===== src/rtl/bcd_pkg.sv =====
// Shared constants, FSM encoding and digit-validity helper for the serial BCD adder.
package bcd_pkg;

  localparam int DIGIT_W = 4;
  localparam int BCD_MAX = 9;
  localparam int BCD_ADJ = 6;

  typedef enum logic [1:0] {
    IDLE = 2'd0,
    RUN  = 2'd1,
    DONE = 2'd2
  } state_t;

  function automatic logic digit_invalid(input logic [DIGIT_W-1:0] d);
    return d > DIGIT_W'(BCD_MAX);
  endfunction

endpackage


===== src/rtl/bcd_serial_add_ctrl_if.sv =====
// Request/result bundle between a requester and the serial BCD add controller.
interface bcd_serial_add_ctrl_if #(
  parameter int DIGITS = 4
);

  logic                start;
  logic [4*DIGITS-1:0] a;
  logic [4*DIGITS-1:0] b;
  logic                busy;
  logic                done;
  logic [4*DIGITS-1:0] sum;
  logic                cout;
  logic                err;

  modport master (
    output start, a, b,
    input  busy, done, sum, cout, err
  );

  modport slave (
    input  start, a, b,
    output busy, done, sum, cout, err
  );

endinterface


===== src/rtl/bcd_digit_add.sv =====
// Single-digit BCD adder: binary add, then +6 correction when the raw sum exceeds 9.
module bcd_digit_add
  import bcd_pkg::*;
(
  input  logic [3:0] A,
  input  logic [3:0] B,
  input  logic       CI,
  output logic [3:0] S,
  output logic       CO
);

  logic [4:0] raw;

  always_comb begin
    raw = {1'b0, A} + {1'b0, B} + {4'b0, CI};
    CO  = 1'b0;
    S   = raw[3:0];
    // Out-of-range digits still follow the same rule; only the controller flags them.
    if (raw > 5'(BCD_MAX)) begin
      CO = 1'b1;
      S  = raw[3:0] + 4'(BCD_ADJ);
    end
  end

endmodule


===== src/rtl/bcd_serial_add_ctrl.sv =====
// Digit-serial packed-BCD adder controller: one digit pair per clock, LSD first,
// sharing a single bcd_digit_add with the carry chained through a register.
module bcd_serial_add_ctrl
  import bcd_pkg::*;
#(
  parameter int DIGITS = 4
) (
  input  logic                  clk,
  input  logic                  rst,
  bcd_serial_add_ctrl_if.slave  bus
);

  localparam int W  = DIGIT_W * DIGITS;
  localparam int CW = (DIGITS > 1) ? $clog2(DIGITS) : 1;
  localparam logic [CW-1:0] LAST_CNT = CW'(DIGITS - 1);

  state_t         state_reg, state_next;
  // Low digits hold the not-yet-consumed operand A; sum digits enter from the top.
  logic [W-1:0]   opa_acc_reg, opa_acc_next;
  logic [W-1:0]   opb_reg, opb_next;
  logic           carry_reg, carry_next;
  logic [CW-1:0]  cnt_reg, cnt_next;
  logic           errf_reg, errf_next;
  logic [W-1:0]   sum_reg, sum_next;
  logic           cout_reg, cout_next;
  logic           err_reg, err_next;

  logic [3:0]     digit_s;
  logic           digit_co;
  logic [W-1:0]   opa_acc_shifted;
  logic [W-1:0]   opb_shifted;

  bcd_digit_add u_digit_add (
    .A  (opa_acc_reg[3:0]),
    .B  (opb_reg[3:0]),
    .CI (carry_reg),
    .S  (digit_s),
    .CO (digit_co)
  );

  genvar gi;
  generate
    for (gi = 0; gi < DIGITS; gi++) begin : g_shift
      if (gi == DIGITS - 1) begin : g_top
        assign opa_acc_shifted[gi*DIGIT_W +: DIGIT_W] = digit_s;
        assign opb_shifted[gi*DIGIT_W +: DIGIT_W]     = '0;
      end else begin : g_mid
        assign opa_acc_shifted[gi*DIGIT_W +: DIGIT_W] = opa_acc_reg[(gi+1)*DIGIT_W +: DIGIT_W];
        assign opb_shifted[gi*DIGIT_W +: DIGIT_W]     = opb_reg[(gi+1)*DIGIT_W +: DIGIT_W];
      end
    end
  endgenerate

  always_ff @(posedge clk) begin
    if (rst) begin
      state_reg   <= IDLE;
      opa_acc_reg <= '0;
      opb_reg     <= '0;
      carry_reg   <= 1'b0;
      cnt_reg     <= '0;
      errf_reg    <= 1'b0;
      sum_reg     <= '0;
      cout_reg    <= 1'b0;
      err_reg     <= 1'b0;
    end else begin
      state_reg   <= state_next;
      opa_acc_reg <= opa_acc_next;
      opb_reg     <= opb_next;
      carry_reg   <= carry_next;
      cnt_reg     <= cnt_next;
      errf_reg    <= errf_next;
      sum_reg     <= sum_next;
      cout_reg    <= cout_next;
      err_reg     <= err_next;
    end
  end

  always_comb begin
    state_next   = state_reg;
    opa_acc_next = opa_acc_reg;
    opb_next     = opb_reg;
    carry_next   = carry_reg;
    cnt_next     = cnt_reg;
    errf_next    = errf_reg;
    sum_next     = sum_reg;
    cout_next    = cout_reg;
    err_next     = err_reg;

    case (state_reg)
      IDLE, DONE: begin
        state_next = IDLE;
        if (bus.start) begin
          state_next   = RUN;
          opa_acc_next = bus.a;
          opb_next     = bus.b;
          carry_next   = 1'b0;
          cnt_next     = '0;
          errf_next    = 1'b0;
        end
      end
      RUN: begin
        opa_acc_next = opa_acc_shifted;
        opb_next     = opb_shifted;
        carry_next   = digit_co;
        errf_next    = errf_reg | digit_invalid(opa_acc_reg[3:0])
                                | digit_invalid(opb_reg[3:0]);
        if (cnt_reg == LAST_CNT) begin
          state_next = DONE;
          sum_next   = opa_acc_shifted;
          cout_next  = digit_co;
          err_next   = errf_next;
        end else begin
          cnt_next = cnt_reg + 1'b1;
        end
      end
      default: state_next = IDLE;
    endcase
  end

  assign bus.busy = (state_reg == RUN);
  assign bus.done = (state_reg == DONE);
  assign bus.sum  = sum_reg;
  assign bus.cout = cout_reg;
  assign bus.err  = err_reg;

endmodule


===== src/flat_wrapper.sv =====
// flat-port wrapper written by rule: the top's interface ports become plain ports
module bcd_serial_add_ctrl_flat import bcd_pkg::*;
#(
  parameter int DIGITS = 4
)
  (clk, rst, bus_start, bus_a, bus_b, bus_busy, bus_done, bus_sum, bus_cout, bus_err);
  bcd_serial_add_ctrl_if #(.DIGITS(DIGITS)) bus_i ();
  input  logic clk;
  input  logic rst;
  input wire logic [$bits(bus_i.start)-1:0] bus_start;
  input wire logic [$bits(bus_i.a)-1:0] bus_a;
  input wire logic [$bits(bus_i.b)-1:0] bus_b;
  output wire logic [$bits(bus_i.busy)-1:0] bus_busy;
  output wire logic [$bits(bus_i.done)-1:0] bus_done;
  output wire logic [$bits(bus_i.sum)-1:0] bus_sum;
  output wire logic [$bits(bus_i.cout)-1:0] bus_cout;
  output wire logic [$bits(bus_i.err)-1:0] bus_err;
  assign bus_i.start = bus_start;
  assign bus_i.a = bus_a;
  assign bus_i.b = bus_b;
  assign bus_busy = bus_i.busy;
  assign bus_done = bus_i.done;
  assign bus_sum = bus_i.sum;
  assign bus_cout = bus_i.cout;
  assign bus_err = bus_i.err;
  bcd_serial_add_ctrl #(.DIGITS(DIGITS)) u_core (.clk(clk), .rst(rst), .bus(bus_i));
endmodule

===== config.mk =====
export PLATFORM = sky130hd
export DESIGN_NAME = bcd_serial_add_ctrl_flat
export DESIGN_NICKNAME = d
export VERILOG_FILES = /design/src/rtl/bcd_pkg.sv /design/src/rtl/bcd_serial_add_ctrl_if.sv /design/src/rtl/bcd_digit_add.sv /design/src/rtl/bcd_serial_add_ctrl.sv /design/src/flat_wrapper.sv
export SDC_FILE = /design/constraint.sdc
export NUM_CORES = 1
export LEC_CHECK = 0
export ABC_CLOCK_PERIOD_IN_PS = 2400
export BUFFER_PORTS_ARGS = -buffer_cell sky130_fd_sc_hd__buf_2
export CORE_MARGIN = 4
export CORE_UTILIZATION = 49
export CTS_CLUSTER_DIAMETER = 30
export DETAILED_ROUTE_END_ITERATION = 10
export GPL_ROUTABILITY_DRIVEN = 0
export GPL_TIMING_DRIVEN = 1
export PLACE_DENSITY_LB_ADDON = 0.15
export SLEW_MARGIN = 20
export SYNTH_ARGS = -nofsm -noshare
export SYNTH_HDL_FRONTEND = slang
export SYNTH_HIERARCHICAL = 1
export SYNTH_SLANG_ARGS = --single-unit

===== constraint.sdc =====
create_clock -name clk -period 2.4 [get_ports clk]
set_input_delay 0.48 -clock clk [delete_from_list [all_inputs] [get_ports clk]]
set_output_delay 0.48 -clock clk [all_outputs]
set_load 0.01 [all_outputs]

==> flow_summary.yaml <==
detailed_routing:
  ant_nets: 0
  viasPerCell: 5.26
  first_iter_violations: 121
  vias: 2257
  detail_route.wl_per_cell_um: 13.9
  post-route-drc-count: 0
  drt-total-wl_mm: 5.98
  drt_pass1_iterations: 4
finish:
  diodes: 0
  layout.nets: 400
  stdcell_count: 429
  fill_cells: 482
  area_growth_pct: 23.8
  layout-drive-gt1-share_pct: 32.0
yosys:
  synth.avg_cell_area_um2: 8.47
  synth_edf_count: 0
  syn-num-nets: 346
  synth_seq_cells: 56
  yosysUniqueCellTypes: 33
  synth_async_sr_flop_share_pct: 0
  yosys_warnings: 6
  synth_cells: 304
  synth_ff_type: "dfxtp_1"
  seq_area_frac_synth_pct: 43.5
  netlist_area_um2: 2580
clock_tree:
  h-tree-depth: 2
  cts_tree: "done"
  clk_pin_slew_ns: 0.10
  clock-sinks: 56
  cts_buffers: 5
  cts.path.max_buffers: 2
  cts_root_buf: "clkbuf_8"
  cts_hold_buffers: 0
  insertion_delay_ns: 0.30
worst_setup_path:
  path_class: "reg2reg"
  crit_path_start_kind: "register"
  required_ns: 2.61
  worstReg2RegStart: "u_core/carry_reg"
  cp-startpoint: "u_core/carry_reg"
  critPathArrivalTime_ns: 2.92
  path_max_fanout: 3
  worst_setup_path_end_kind: "register"
global_routing:
  grt_max_degree: 66
  antenna_found_initial: 0
  grt_pass1_wl_mm: 9.76
  grt-ovfl-total: 0
  grt_use_total_pct: 19.1
  grt_pass1_vias: 2077
outcome:
  status: "complete, but fails checks"
  violations: "setup timing"
floorplan:
  die_y_um: 80.5
  core_area_um2: 5110
  dieArea_um2: 6480
  start_util_pct: 50.4
  placementRows: 26
  die_w_um: 80.5
  pin_count: 55
min_path:
  hp-start: "bus_b[14]"
  min_path_type: "in2reg"
sta:
  finalSetupViolations: 8
  rsz0062_at_grt: "yes"
  fin_crit_ns: 2.71
  fmax_mhz: 369
  hold_viol: 0
  fin_crit_sh_pct: 113
  fin_worst_skew_ns: 0.00708
  tns_ns: -1.84
  fin_ws_ns: -0.307
  drv_slew: 0
  whs_ns: 0.404
  worstMarginPinSlew_ns: 0.713
  slew_headroom_pct: 52.3
power:
  power_density_nw_per_um2: 701
  ir_drop_v: 0.000400
  leakagePower_nw: 1.29
placed_design:
  dpl.hpwl_mm: 3.84
  place_inst: 413
  port_buffers: 54
  place_ws_ns: -0.160
job:
  drv_cap: 0
## metal layers
metal | share of wire [%] | GRT usage (%)
met4 | 1.1 | 6.25
met3 | 4.1 | 3.81
met1 | 47 | 25.1
met2 | 48 | 31.4
met5 | 0 | 0
## synthesized netlist by cell type (all sizes together), types with 2 or more instances
cell type	count	area share (%)
a311oi	28	14
o21ai	2	0.39
xnor2	2	0.68
nor2b	3	0.73
nor2	31	4.5
a21oi	28	5.4
o211ai	2	0.58
ha	5	2.4
fa	2	1.6
nand3	6	1.2
and3b	2	0.68
clkbuf	4	0.58
nand2	95	14
nand3b	2	0.58
buf	20	4.5
inv	3	0.44
dfxtp	56	44
nand2b	2	0.49
## critical path: stages (launching register included)
cell and delay [ns]:
dfxtp_2 0.34, fa_2 0.40, fa_2 0.40, xnor2_4 0.18, ha_4 0.17, a31o_4 0.21
o31ai_4 0.30, mux2i_2 0.29, nor2_1 0.09, a311oi_2 0.22
## cells in the final DEF (no fill, tap or decap), types with 3 or more instances in the layout
cell type	n
a311oi_2	19
buf_4	13
nor2_1	31
buf_12	3
ha_1	4
nand2_1	95
buf_2	54
nand3_1	6
clkbuf_8	7
a21oi_1	26
a311oi_1	9
dfxtp_1	55
## cells by family (layout without fill, tap and decap cells)
logic type | Yosys count | count (layout) | synth area share (%)
buffers and inverters | 27 | 82 | 5.54
XOR/XNOR | 2 | 2 | 0.680
flip-flops | 56 | 56 | 43.5
multiplexers | 1 | 1 | 0.389
AO/OA/AOI/OAI | 67 | 67 | 23.2
adder cells (fa/ha/maj) | 7 | 7 | 3.98
AND/OR/NAND/NOR | 144 | 144 | 22.7
## through the flow
step | instance area [um^2] | power, mW | utilization, %
detailed placement | 2940 | 1.47 | 57.5
CTS | 3140 | 2.19 | 61.4
global placement | 2940 | 1.46 | 57.5
global route | 3190 | 2.35 | 62.4
floorplan | 2600 | 1.35 | -
finish | 3190 | 2.24 | 62.4
## timing repair
action | 4_1_cts | 5_1_grt
endpoints found under the setup margin | 6 | 8
setup buffers | 4 | 4
gates resized for setup | 6 | 5
pin swaps | 9 | 5
## path summary, 6_finish.rpt
kind | to | slack (ns) | cells after the start
worst max-delay path | u_core/opa_acc_reg[14] | -0.31 | 9
worst min-delay path | u_core/opb_reg[14] | 0.40 | 3
worst max register to register | u_core/opa_acc_reg[14] | -0.31 | 9
worst min register to register | u_core/bus.sum[10] | 0.46 | 2
## area by class of cell
class | instances | area (um^2) | area share [%]
Multi-Input combinational cell | 221 | 1400 | 44.0
Sequential cell | 56 | 1120 | 35.2
Timing Repair Buffer | 71 | 439 | 13.8
Clock buffer | 7 | 96.3 | 3.02
Tap cell | 70 | 87.6 | 2.75
Clock inverter | 1 | 30.0 | 0.942
Inverter | 3 | 11.3 | 0.353
## report_power, final
part           internal, mW  switching [mW]  leakage (nW)
Combinational         0.267           0.273         0.769
Sequential            0.987          0.0448         0.459
Clock                 0.369           0.295        0.0645
No activity file was read; power rests on OpenSTA's default activity.
